`src/rtl/axis2fifo_pack_if.sv`:
```
// ---------------------------------------------------------------------------
// axis2fifo_pack_if
//
// Purpose:
//   Bundles the AXI4-Stream sink signals and the FIFO write-side signals
//   of axis2fifo_pack into one interface, so the packer and its environment
//   connect through a single port.
//
// Signal summary:
//   S_AXIS_TREADY   sink ready (packer -> source)
//   S_AXIS_TDATA    beat data, AXIS_DATA_WIDTH bits
//   S_AXIS_TSTRB    byte strobes (not used by the packer)
//   S_AXIS_TLAST    end of line/packet
//   S_AXIS_TVALID   beat valid
//   S_AXIS_USER     start of frame, on the first beat of a frame
//   fwr_rdy         FIFO write side ready
//   fwr_full        FIFO full
//   fwr_cnt         FIFO fill level in words, FAW+1 bits
//   fwr_vld         output word valid
//   fwr_dat         packed output word, AXI4_DATA_WIDTH bits
//   fwr_sof         output word holds the first beat of a frame
//   fwr_last        output word holds a TLAST beat
//   fwr_lanes       number of valid lanes minus 1
//   sync_err        one-cycle pulse when a frame start cuts a partial word
//
// Modports:
//   slave   the packer's view (AXIS sink, FIFO write master)
//   master  the environment's view (AXIS source, FIFO write side)
// ---------------------------------------------------------------------------
interface axis2fifo_pack_if #(
  parameter int FAW             = 8,
  parameter int AXIS_DATA_WIDTH = 32,
  parameter int AXI4_DATA_WIDTH = 128
);

  localparam int RATIO = AXI4_DATA_WIDTH / AXIS_DATA_WIDTH;
  localparam int LW    = $clog2(RATIO);

  logic                         S_AXIS_TREADY;
  logic [AXIS_DATA_WIDTH-1:0]   S_AXIS_TDATA;
  logic [AXIS_DATA_WIDTH/8-1:0] S_AXIS_TSTRB;
  logic                         S_AXIS_TLAST;
  logic                         S_AXIS_TVALID;
  logic                         S_AXIS_USER;

  logic                         fwr_rdy;
  logic                         fwr_full;
  logic [FAW:0]                 fwr_cnt;
  logic                         fwr_vld;
  logic [AXI4_DATA_WIDTH-1:0]   fwr_dat;
  logic                         fwr_sof;
  logic                         fwr_last;
  logic [LW-1:0]                fwr_lanes;
  logic                         sync_err;

  modport slave (
    output S_AXIS_TREADY,
    input  S_AXIS_TDATA,
    input  S_AXIS_TSTRB,
    input  S_AXIS_TLAST,
    input  S_AXIS_TVALID,
    input  S_AXIS_USER,
    input  fwr_rdy,
    input  fwr_full,
    input  fwr_cnt,
    output fwr_vld,
    output fwr_dat,
    output fwr_sof,
    output fwr_last,
    output fwr_lanes,
    output sync_err
  );

  modport master (
    input  S_AXIS_TREADY,
    output S_AXIS_TDATA,
    output S_AXIS_TSTRB,
    output S_AXIS_TLAST,
    output S_AXIS_TVALID,
    output S_AXIS_USER,
    output fwr_rdy,
    output fwr_full,
    output fwr_cnt,
    input  fwr_vld,
    input  fwr_dat,
    input  fwr_sof,
    input  fwr_last,
    input  fwr_lanes,
    input  sync_err
  );

endinterface

```
`src/rtl/axis2fifo_pack.sv`:
```
// ---------------------------------------------------------------------------
// axis2fifo_pack
//
// Purpose:
//   Packs a narrow AXI4-Stream beat stream into wide FIFO write words for the
//   AXI4 burst writer. Frames are synchronised on S_AXIS_USER: beats before
//   the first start-of-frame are dropped, and a start-of-frame that arrives
//   mid-word discards the partial word and pulses sync_err. The finished word
//   sits in an output register that is held until the FIFO takes it. Input
//   is throttled when the FIFO fill level approaches full.
//
// Ports:
//   S_AXIS_ACLK     clock for the whole block
//   S_AXIS_ARESET   synchronous, active-high reset
//   io              axis2fifo_pack_if.slave: AXIS sink + FIFO write side
//
// Parameters:
//   FAW              FIFO address width (depth = 2^FAW words)
//   AXIS_DATA_WIDTH  beat width
//   AXI4_DATA_WIDTH  word width, integer multiple (>= 2) of the beat width
//   FIFO_MARGIN      input stalls when fwr_cnt >= 2^FAW - FIFO_MARGIN
//
// Build option:
//   AXIS2FIFO_TLAST_FLUSH_EN  when defined, a TLAST beat emits the current
//                             word even if only partly filled; unfilled
//                             lanes are zero and fwr_lanes reports the
//                             filled lanes minus 1. When undefined, words
//                             are always full.
//
// Lane order: lane i sits at fwr_dat[AXI4_DATA_WIDTH-1-i*AXIS_DATA_WIDTH -:
// AXIS_DATA_WIDTH], so the first beat of a word lands in the MS lane.
// ---------------------------------------------------------------------------
module axis2fifo_pack #(
  parameter int FAW             = 8,
  parameter int AXIS_DATA_WIDTH = 32,
  parameter int AXI4_DATA_WIDTH = 128,
  parameter int FIFO_MARGIN     = 4
) (
  input  logic                    S_AXIS_ACLK,
  input  logic                    S_AXIS_ARESET,
  axis2fifo_pack_if.slave         io
);

  localparam int RATIO = AXI4_DATA_WIDTH / AXIS_DATA_WIDTH;
  localparam int LW    = $clog2(RATIO);

  // Fill level at and above which the input is stalled.
  localparam logic [FAW:0] AFULL_TH = (FAW+1)'((1 << FAW) - FIFO_MARGIN);

  localparam logic [LW-1:0] LAST_LANE = LW'(RATIO - 1);

  typedef enum logic {
    HUNT = 1'b0,
    RUN  = 1'b1
  } state_t;

  // Frame state and the word being assembled.
  state_t                     state_q, state_d;
  logic [LW-1:0]              lane_q, lane_d;
  logic [AXI4_DATA_WIDTH-1:0] acc_q, acc_d;
  logic                       acc_sof_q, acc_sof_d;

  // Registered output word and status.
  logic                       vld_q, vld_d;
  logic [AXI4_DATA_WIDTH-1:0] dat_q, dat_d;
  logic                       sof_q, sof_d;
  logic                       last_q, last_d;
  logic [LW-1:0]              lanes_q, lanes_d;
  logic                       sync_err_q, sync_err_d;

  logic                       afull;
  logic                       drain;
  logic                       tready;
  logic                       accept;
  logic                       flush_hit;
  logic [LW-1:0]              beat_lane;
  logic [AXI4_DATA_WIDTH-1:0] packed_word;
  logic                       packed_sof;
  logic                       emit;

  // Byte strobes carry no meaning here; every byte of a beat is kept.
  logic unused_tstrb;
  assign unused_tstrb = ^io.S_AXIS_TSTRB;

  // Handshake terms. The output register can take a new word when it is
  // empty or when its current word leaves on this very edge, which is what
  // allows one beat per cycle with no bubble between words.
  assign afull  = (io.fwr_cnt >= AFULL_TH) | io.fwr_full;
  assign drain  = vld_q & io.fwr_rdy & ~io.fwr_full;
  assign tready = ~afull & (~vld_q | drain);
  assign accept = io.S_AXIS_TVALID & tready;

`ifdef AXIS2FIFO_TLAST_FLUSH_EN
  assign flush_hit = io.S_AXIS_TLAST;
`else
  assign flush_hit = 1'b0;
`endif

  // Where the incoming beat lands. A start-of-frame beat always restarts the
  // word at lane 0 on top of an empty accumulator, whatever was pending.
  always_comb begin
    beat_lane   = io.S_AXIS_USER ? '0 : lane_q;
    packed_word = io.S_AXIS_USER ? '0 : acc_q;
    packed_sof  = io.S_AXIS_USER ? 1'b1 : acc_sof_q;
    for (int i = 0; i < RATIO; i++) begin
      if (beat_lane == LW'(i)) begin
        packed_word[AXI4_DATA_WIDTH-1-i*AXIS_DATA_WIDTH -: AXIS_DATA_WIDTH] = io.S_AXIS_TDATA;
      end
    end
    emit = (beat_lane == LAST_LANE) | flush_hit;
  end

  // Next-state logic for the frame FSM, the accumulator and the output
  // register. Beats in HUNT without USER are accepted but dropped so the
  // source is never blocked while we wait for a frame start.
  always_comb begin
    state_d    = state_q;
    lane_d     = lane_q;
    acc_d      = acc_q;
    acc_sof_d  = acc_sof_q;
    vld_d      = vld_q & ~drain;
    dat_d      = dat_q;
    sof_d      = sof_q;
    last_d     = last_q;
    lanes_d    = lanes_q;
    sync_err_d = 1'b0;

    if (accept && (state_q == RUN || io.S_AXIS_USER)) begin
      state_d = RUN;

      if (state_q == RUN && io.S_AXIS_USER && lane_q != '0) begin
        sync_err_d = 1'b1;
      end

      if (emit) begin
        vld_d     = 1'b1;
        dat_d     = packed_word;
        sof_d     = packed_sof;
        last_d    = io.S_AXIS_TLAST;
        lanes_d   = beat_lane;
        acc_d     = '0;
        acc_sof_d = 1'b0;
        lane_d    = '0;
      end else begin
        acc_d     = packed_word;
        acc_sof_d = packed_sof;
        lane_d    = beat_lane + LW'(1);
      end
    end
  end

  // State and output registers. Reset drops any partial word and any word
  // still waiting in the output register.
  always_ff @(posedge S_AXIS_ACLK) begin
    if (S_AXIS_ARESET) begin
      state_q    <= HUNT;
      lane_q     <= '0;
      acc_q      <= '0;
      acc_sof_q  <= 1'b0;
      vld_q      <= 1'b0;
      dat_q      <= '0;
      sof_q      <= 1'b0;
      last_q     <= 1'b0;
      lanes_q    <= '0;
      sync_err_q <= 1'b0;
    end else begin
      state_q    <= state_d;
      lane_q     <= lane_d;
      acc_q      <= acc_d;
      acc_sof_q  <= acc_sof_d;
      vld_q      <= vld_d;
      dat_q      <= dat_d;
      sof_q      <= sof_d;
      last_q     <= last_d;
      lanes_q    <= lanes_d;
      sync_err_q <= sync_err_d;
    end
  end

  assign io.S_AXIS_TREADY = tready;
  assign io.fwr_vld       = vld_q;
  assign io.fwr_dat       = dat_q;
  assign io.fwr_sof       = sof_q;
  assign io.fwr_last      = last_q;
  assign io.fwr_lanes     = lanes_q;
  assign io.sync_err      = sync_err_q;

endmodule
```
`src/flat_wrapper.sv`:
```
// flat-port wrapper written by rule: the top's interface ports become plain ports
module axis2fifo_pack_flat 
#(
  parameter int FAW             = 8,
  parameter int AXIS_DATA_WIDTH = 32,
  parameter int AXI4_DATA_WIDTH = 128,
  parameter int FIFO_MARGIN     = 4
)
  (S_AXIS_ACLK, S_AXIS_ARESET, io_S_AXIS_TREADY, io_S_AXIS_TDATA, io_S_AXIS_TSTRB, io_S_AXIS_TLAST, io_S_AXIS_TVALID, io_S_AXIS_USER, io_fwr_rdy, io_fwr_full, io_fwr_cnt, io_fwr_vld, io_fwr_dat, io_fwr_sof, io_fwr_last, io_fwr_lanes, io_sync_err);
  axis2fifo_pack_if #(.FAW(FAW), .AXIS_DATA_WIDTH(AXIS_DATA_WIDTH), .AXI4_DATA_WIDTH(AXI4_DATA_WIDTH)) io_i ();
  input  logic S_AXIS_ACLK;
  input  logic S_AXIS_ARESET;
  output wire logic [$bits(io_i.S_AXIS_TREADY)-1:0] io_S_AXIS_TREADY;
  input wire logic [$bits(io_i.S_AXIS_TDATA)-1:0] io_S_AXIS_TDATA;
  input wire logic [$bits(io_i.S_AXIS_TSTRB)-1:0] io_S_AXIS_TSTRB;
  input wire logic [$bits(io_i.S_AXIS_TLAST)-1:0] io_S_AXIS_TLAST;
  input wire logic [$bits(io_i.S_AXIS_TVALID)-1:0] io_S_AXIS_TVALID;
  input wire logic [$bits(io_i.S_AXIS_USER)-1:0] io_S_AXIS_USER;
  input wire logic [$bits(io_i.fwr_rdy)-1:0] io_fwr_rdy;
  input wire logic [$bits(io_i.fwr_full)-1:0] io_fwr_full;
  input wire logic [$bits(io_i.fwr_cnt)-1:0] io_fwr_cnt;
  output wire logic [$bits(io_i.fwr_vld)-1:0] io_fwr_vld;
  output wire logic [$bits(io_i.fwr_dat)-1:0] io_fwr_dat;
  output wire logic [$bits(io_i.fwr_sof)-1:0] io_fwr_sof;
  output wire logic [$bits(io_i.fwr_last)-1:0] io_fwr_last;
  output wire logic [$bits(io_i.fwr_lanes)-1:0] io_fwr_lanes;
  output wire logic [$bits(io_i.sync_err)-1:0] io_sync_err;
  assign io_S_AXIS_TREADY = io_i.S_AXIS_TREADY;
  assign io_i.S_AXIS_TDATA = io_S_AXIS_TDATA;
  assign io_i.S_AXIS_TSTRB = io_S_AXIS_TSTRB;
  assign io_i.S_AXIS_TLAST = io_S_AXIS_TLAST;
  assign io_i.S_AXIS_TVALID = io_S_AXIS_TVALID;
  assign io_i.S_AXIS_USER = io_S_AXIS_USER;
  assign io_i.fwr_rdy = io_fwr_rdy;
  assign io_i.fwr_full = io_fwr_full;
  assign io_i.fwr_cnt = io_fwr_cnt;
  assign io_fwr_vld = io_i.fwr_vld;
  assign io_fwr_dat = io_i.fwr_dat;
  assign io_fwr_sof = io_i.fwr_sof;
  assign io_fwr_last = io_i.fwr_last;
  assign io_fwr_lanes = io_i.fwr_lanes;
  assign io_sync_err = io_i.sync_err;
  axis2fifo_pack #(.FAW(FAW), .AXIS_DATA_WIDTH(AXIS_DATA_WIDTH), .AXI4_DATA_WIDTH(AXI4_DATA_WIDTH), .FIFO_MARGIN(FIFO_MARGIN)) u_core (.S_AXIS_ACLK(S_AXIS_ACLK), .S_AXIS_ARESET(S_AXIS_ARESET), .io(io_i));
endmodule
```
`config.mk`:
```
export PLATFORM = sky130hd
export DESIGN_NAME = axis2fifo_pack_flat
export DESIGN_NICKNAME = d
export VERILOG_FILES = /design/src/rtl/axis2fifo_pack_if.sv /design/src/rtl/axis2fifo_pack.sv /design/src/flat_wrapper.sv
export SDC_FILE = /design/constraint.sdc
export NUM_CORES = 1
export LEC_CHECK = 0
export CORE_MARGIN = 2
export CORE_UTILIZATION = 35
export DETAILED_ROUTE_END_ITERATION = 7
export SETUP_SLACK_MARGIN = 0.1
export SLEW_MARGIN = 20
export SYNTH_ARGS = -nofsm -noshare
export SYNTH_HDL_FRONTEND = slang
export SYNTH_SLANG_ARGS = --single-unit
```
`constraint.sdc`:
```
create_clock -name S_AXIS_ACLK -period 4.7 [get_ports S_AXIS_ACLK]
set_clock_uncertainty 0.2 [all_clocks]
set_input_delay 0.47 -clock S_AXIS_ACLK [delete_from_list [all_inputs] [get_ports S_AXIS_ACLK]]
set_output_delay 0.47 -clock S_AXIS_ACLK [all_outputs]
set_load 0.005 [all_outputs]
```
==> summary.txt, run 1 <==
GRT
  – Initial antenna violation count: 0
  – Largest net degree at the start of global routing: 230
  – Vias in the first global route: 9850
  – Congestion Overflow GR: 0
  – GRT Util Overall: 23.3%
  – Global-route wire length before repair: between 60 and 70 mm

Synthesis
  – Yosys reg bits: 234
  – Yosys cell types: 31
  – Area leader, netlist: dfxtp_1
  – Net count after synthesis: 1376
  – Seq/Total Area, Yosys: around 43%
  – Post-synthesis cell count: 1320
  – Synth top area cells: dfxtp_1, a21oi_1, a311oi_1
  – Syn avg cell area: 8.33 sq um
  – Post-synth top area share: 42.6%
  – Yosys warns: 0
  – Syn Std Cell Area: 11000 sq um

Setup path
  – Worst Path Arrival: 2.99 ns
  – CP Buf/Inv Count: 3
  – Crit-path cells: nand2b_1 > inv_1 > ha_4 > inv_2 > nor3_4 > buf_4 > a311oi_1
  – Largest fanout on the critical path: 71
  – Worst path top cell family by delay: buffers and inverters
  – WP data required: slightly below 5 ns
  – Worst setup SP type: register
  – Slowest stage delay, CP: 0.72 ns
  – Crit path kind: register to register
  – CP endpoint kind: register
  – Critical-path top delay cell: buf_4

Detailed routing
  – DR vias: 11000
  – Routed Antenna Nets: 0
  – Drt pass-1 iters: 6
  – DR vias/cell: 6.18
  – Initial DRC count: 1452
  – Remaining routing DRC violations: 0
  – Final wirelength: 40.4 mm
  – Wire per inst: 22.7 um

Placement
  – Gp weighted congestion: 0.755
  – Detailed Place HPWL: 22.3 mm
  – Post-DP Area: around 13000 sq um
  – PortBufs: 180

Timing
  – Final min period: 2.83 ns
  – Relative slew margins: 21.1%
  – Final Hold Fails: 0
  – Final count of pins violating max slew: 0
  – Fmax: 0.353 GHz
  – Setup violators final: 0
  – Sum Neg Setup Slack: 0 ns
  – Period Utilization, post-route: about three fifths
  – Worst-margin pin slew: around 1.2 ns
  – RSZ-0062 raised after global routing: false

CTS
  – Clk pin slew, worst setup/hold paths: 0.06 ns
  – Root buf cell: clkbuf_16
  – PostCTS Resize Cnt: 0
  – CTS tree: done
  – CTS buffer count: 26
  – Clk Latency, worst-skew pair: about 0.53 ns
  – H-tree lvl count: 1
  – Clk sink count: 234
  – Post-CTS setup buffers: 0
  – # hold bufs at CTS: 0
  – CTS Buffer Depth: 3

Die
  – Top-Level Pins: 187
  – Die height: 181 um
  – Die width: 181 um
  – Core box area: around 31000 sq um
  – Initial Util: between 30% and 40%
  – Site Rows: 64
  – DIE AREA: 32900 sq um

Flow run
  – Max-Cap Viols: 0

Power and ir drop
  – Comb pwr share: 7.2%
  – Pwr per Cell Area: 330 nW/um^2
  – Worst vdd ir: roughly 0.00027 V
  – Switching Share: 24.2%
  – PnR Total Power: 4.50 mW
  – Seq pwr share: roughly 44%
  – P_sw: about 1.1 mW
  – Clock network fraction of design power: 48.5%
  – P_int: between 3 and 4 mW
  – Pleak: 3.99 nW

Hold path
  – Worst Hold Class: input pin to register

Finish
  – Share of cells above drive strength 1: 6.13%
  – Nets@finish: roughly 1400
  – # diodes: 0
  – Post-route cell area: 13700 sq um
  – Syn-to-layout area delta: 24.1%

Run status
  – Status: complete, no violations
-- state kept, by name, summed over array words and instances (netlist names) --
signal / count
u_core.io.fwr_dat: 128
u_core.state_q: 1
u_core.io.sync_err: 1
u_core.lane_q: 2
u_core.io.fwr_last: 1
u_core.io.fwr_vld: 1
u_core.acc_q: 96
u_core.io.fwr_lanes: 2
u_core.io.fwr_sof: 1
u_core.acc_sof_q: 1
-- synthesized netlist by cell type --
library cell / number
a211oi_1: 1
nand4_1: 36
nand2_1: 97
ha_1: 4
or3b_1: 83
nor3_4: 1
buf_1: 11
nor2_2: 1
clkbuf_1: 109
a311oi_2: 1
or3b_2: 13
o31ai_1: 35
o211ai_4: 1
nor4b_2: 1
buf_2: 36
buf_6: 10
a21oi_1: 230
o21ai_0: 97
o21ai_2: 1
dfxtp_1: 234
a31oi_1: 98
nand3_1: 98
a32oi_1: 1
nor3_1: 1
nand2b_1: 4
nor2_1: 4
inv_1: 2
inv_2: 2
buf_4: 11
o21a_1: 1
a311oi_1: 96
-- worst reg2reg max path, delay by kind of cell (launching register included) --
| family | cells | cell delay [ns] |
|---|---|---|
| compound gates | 1 | 0.26 |
| fa+ha+maj | 1 | 0.19 |
| buf+inv | 3 | 1.22 |
| flops | 1 | 0.36 |
| simple gates | 2 | 0.44 |
-- area by class of cell --
cell class	instances	area, sq um
multi-input cells	905	5520
repair buffers	196	2010
clock inverters	5	100
fillers	3019	17100
inverters	4	20.0
flip-flops and latches	234	4680
clock buffers	42	822
well taps	396	495
-- layout by cell type, fill, tap and decap left out, drive strengths merged --
master         netlist  layout
nand2               97      97
a21oi              230     230
o211ai               1       1
clkbuf             109      42
nor4b                1       1
bufinv               0       3
clkinv               0       2
or3b                96      96
inv                  4       4
dfxtp              234     234
a31oi               98      98
nor3                 2       2
nand4               36      36
ha                   4       4
o21a                 1       1
nor2                 5       5
nand2b               4       4
o21ai               98      98
clkdlybuf4s50        0     178
a311oi              97      97
o31ai               35      35
nand3               98      98
a211oi               1       1
buf                 68      18
a32oi                1       1
-- cell families after synthesis --
logic type                 Yosys count  synth area share [%]
AOI/OAI and AO/OA                  562                  31.1
and+or+nand+nor                    339                  18.2
DFF                                234                  42.6
buffers and inverters              181                  7.64
adders and majority gates            4                 0.455
-- metal layers --
metal  part of all wire [%]  vias to the layer above  global-route usage, %  wire (um)
met5                      0                        -                      0          0
met4                    2.8                        0                   7.09       1110
met3                    8.3                       65                   3.49       3370
met2                     46                      490                   36.3      18500
met1                     43                     5329                   33.2      17400
li1                       -                     5120                      -          -
-- power groups by stage --
stage	Clock [mW]	Sequential, mW	Combinational (mW)
after floorplan	0	2.04	0.182
after global placement	0	2.04	0.321
after detailed placement	0	2.04	0.319
after CTS	2.21	1.99	0.319
after global routing	2.28	1.99	0.344
final	2.18	1.99	0.326
-- metrics by stage --
stage          util (%)  std cells  worst slack (ns)  hold slack (ns)
6_report           44.4       1782              1.87            0.116
5_1_grt            44.4       1782              1.68            0.123
4_1_cts            44.3       1781              1.89            0.198
3_5_place_dp       41.3       1734              1.47            0.259
3_3_place_gp       41.3       1734              1.50            0.250
2_1_floorplan         -       1320              2.22            0.244
-- final timing paths --
| path | to | slack [ns] | startpoint | cells after the start |
|---|---|---|---|---|
| worst max register to register | u_core.io.fwr_dat[80]$_SDFFE_PP0P_ | 1.87 | u_core.lane_q[0]$_SDFFE_PP0P_ | 7 |
| worst min register to register | u_core.acc_q[71]$_SDFFE_PP0P_ | 0.27 | u_core.acc_q[71]$_SDFFE_PP0P_ | 2 |
| worst min-delay path | u_core.io.fwr_dat[24]$_SDFFE_PP0P_ | 0.12 | S_AXIS_ARESET | 2 |
| worst max-delay path | u_core.io.fwr_dat[80]$_SDFFE_PP0P_ | 1.87 | u_core.lane_q[0]$_SDFFE_PP0P_ | 7 |
Power figures use the tool's default switching activity.
==> inputs of run 2 (changes only) <==
clock period = 2.4 ns   (was 4.7 ns; I/O delays follow)
==> summary.txt, run 2 (synthesized netlist as in run 1, its figures left out) <==
Timing
  – Final Hold Fails: 0
  – Setup violators final: 0
  – Sum Neg Setup Slack: 0 ns
  – Period Utilization, post-route: 88.4%
  – Final min period: 2.12 ns
  – Fmax: 0.471 GHz
  – Post-route setup slack: ~0.28 ns
  – RSZ-0062 raised after global routing: false
  – Relative slew margins: 53.6%
  – Final count of pins violating max slew: 0
  – WHS: 0.0681 ns
  – Worst-margin pin slew: a little under 0.7 ns

Finish
  – Share of cells above drive strength 1: 8.52%
  – Post-Layout Cell Count: 1817
  – Post-route cell area: 14100 sq um
  – Commonest non-fill, non-tap cell in the layout: dfxtp_1
  – # diodes: 0
  – Most frequent cells in the layout: dfxtp_1, a21oi_1, clkdlybuf4s50_1
  – Util after Layout: 46.0%
  – Syn-to-layout area delta: 28.6%
  – Nets@finish: about 1500
  – Layout fillers: 2999
  – Largest register FFs: 128

Detailed routing
  – Routed Antenna Nets: 0
  – DR vias/cell: roughly 6.1
  – Final wirelength: 40.3 mm
  – Wire per inst: 22.2 um
  – DR vias: 11000
  – Remaining routing DRC violations: 0
  – Initial DRC count: 1224
  – Drt pass-1 iters: 5

Power and ir drop
  – Pleak: 4.25 nW
  – Pwr per Cell Area: ~630 nW/um^2
  – P_int: between 6 and 7 mW
  – Clock network fraction of design power: 48.3%
  – Worst vdd ir: 0.000479 V
  – Switching Share: 24.1%
  – Comb pwr share: 7.9%
  – PnR Total Power: 8.92 mW
  – Seq pwr share: 43.8%
  – P_sw: 2.15 mW

Run status
  – Status: complete, no violations

Die
  – Core box area: 30700 sq um
  – Top-Level Pins: 187
  – Die width: 181 um
  – DIE AREA: around 33000 sq um
  – Site Rows: 64
  – Initial Util: between 30% and 40%
  – Die height: 181 um

Setup path
  – CP endpoint kind: register
  – Crit path kind: register to register
  – Worst path top cell family by delay: simple AND/OR/NAND/NOR gates
  – Crit-path cells: nand2b_1 > inv_1 > ha_2 > buf_4 > or3b_2 > a21oi_1 > nand3_1 > a21oi_1
  – RR Startpoint: u_core.lane_q[0]$_SDFFE_PP0P_
  – Setup crit end: u_core.acc_q[71]$_SDFFE_PP0P_
  – Slowest stage delay, CP: 0.45 ns
  – Worst Path Arrival: 2.39 ns
  – Most common cell on crit path: a21oi_1
  – WP data required: 2.67 ns
  – Crit. path cell count: 8
  – Largest fanout on the critical path: 13
  – Reg2reg path depth: 8
  – Worst R2R End: u_core.acc_q[71]$_SDFFE_PP0P_
  – Critical-path top delay cell: or3b_2
  – Worst setup SP type: register
  – CP Buf/Inv Count: 2
  – Critical path startpoint: u_core.lane_q[0]$_SDFFE_PP0P_
  – R2R Setup Slk: 0.28 ns

Placement
  – Post-DP Area: 13200 sq um
  – Gp weighted congestion: slightly below 0.8
  – PortBufs: 180
  – Detailed Place HPWL: 24.0 mm
  – Placement Setup Slack: around 0.12 ns
  – Cells after DPL: 1770

CTS
  – CTS buffer count: 26
  – Clk pin slew, worst setup/hold paths: 0.06 ns
  – H-tree lvl count: 1
  – CTS tree: done
  – Root buf cell: clkbuf_16
  – Clk Latency, worst-skew pair: 0.53 ns
  – Clk sink count: 234
  – CTS Buffer Depth: 3

GRT
  – Congestion Overflow GR: 0
  – GRT Util Overall: 23.4%
  – Global-route wire length before repair: 61.0 mm
  – Initial antenna violation count: 0
  – Largest net degree at the start of global routing: 98
  – Vias in the first global route: 9900

Hold path
  – Worst Hold Class: input pin to register

Flow run
  – Max-Cap Viols: 0
-- run 2: worst min path at each step --
stage                                             start                                 end  depth (start not counted)
after floorplan                     io_S_AXIS_TDATA[18]  u_core.io.fwr_dat[18]$_SDFFE_PP0P_                          2
after global placement    u_core.acc_q[33]$_SDFFE_PP0P_       u_core.acc_q[33]$_SDFFE_PP0P_                          2
after detailed placement  u_core.acc_q[41]$_SDFFE_PP0P_       u_core.acc_q[41]$_SDFFE_PP0P_                          2
after CTS                                io_S_AXIS_USER       u_core.io.sync_err$_SDFF_PP0_                          4
after global routing                     io_S_AXIS_USER       u_core.io.sync_err$_SDFF_PP0_                          4
final                                    io_S_AXIS_USER       u_core.io.sync_err$_SDFF_PP0_                          4
-- run 2: worst reg2reg max path, stage by stage, from the launching register on --
cell	delay [ns]
dfxtp_1	0.32
nand2b_1	0.14
inv_1	0.09
ha_2	0.29
buf_4	0.20
or3b_2	0.45
a21oi_1	0.15
nand3_1	0.09
a21oi_1	0.14
-- run 2: metal layers --
layer | wire length [um] | track usage [%] | vias up
met5 | 0 | 0 | -
met4 | 1280 | 7.64 | 0
met3 | 2730 | 3.37 | 68
met2 | 18600 | 36.5 | 410
met1 | 17800 | 33.2 | 5362
li1 | - | - | 5193
-- run 2: repair_timing --
item / CTS / global route
setup buffers: 0 / 0
hold endpoints to repair: 28 / 0
resized for setup: 0 / 1
endpoints found under the setup margin: 0 / 1
hold buffers: 1 / 0
-- run 2: layout make-up --
type	instances	area, sq um	share of cell area [%]
Multi-Input combinational cell	905	5510	39.0
Sequential cell	234	4680	33.1
Timing Repair Buffer	232	2510	17.7
Clock buffer	41	828	5.86
Tap cell	396	495	3.50
Clock inverter	5	100	0.708
Inverter	4	20.0	0.142
-- run 2: power by group through the flow --
stage / clock network (mW) / registers, mW / logic (mW)
2_1_floorplan: 0 / 3.99 / 0.356
3_3_place_gp: 0 / 3.99 / 0.698
3_5_place_dp: 0 / 3.99 / 0.694
4_1_cts: 4.38 / 3.90 / 0.697
5_1_grt: 4.52 / 3.90 / 0.741
6_report: 4.31 / 3.90 / 0.706
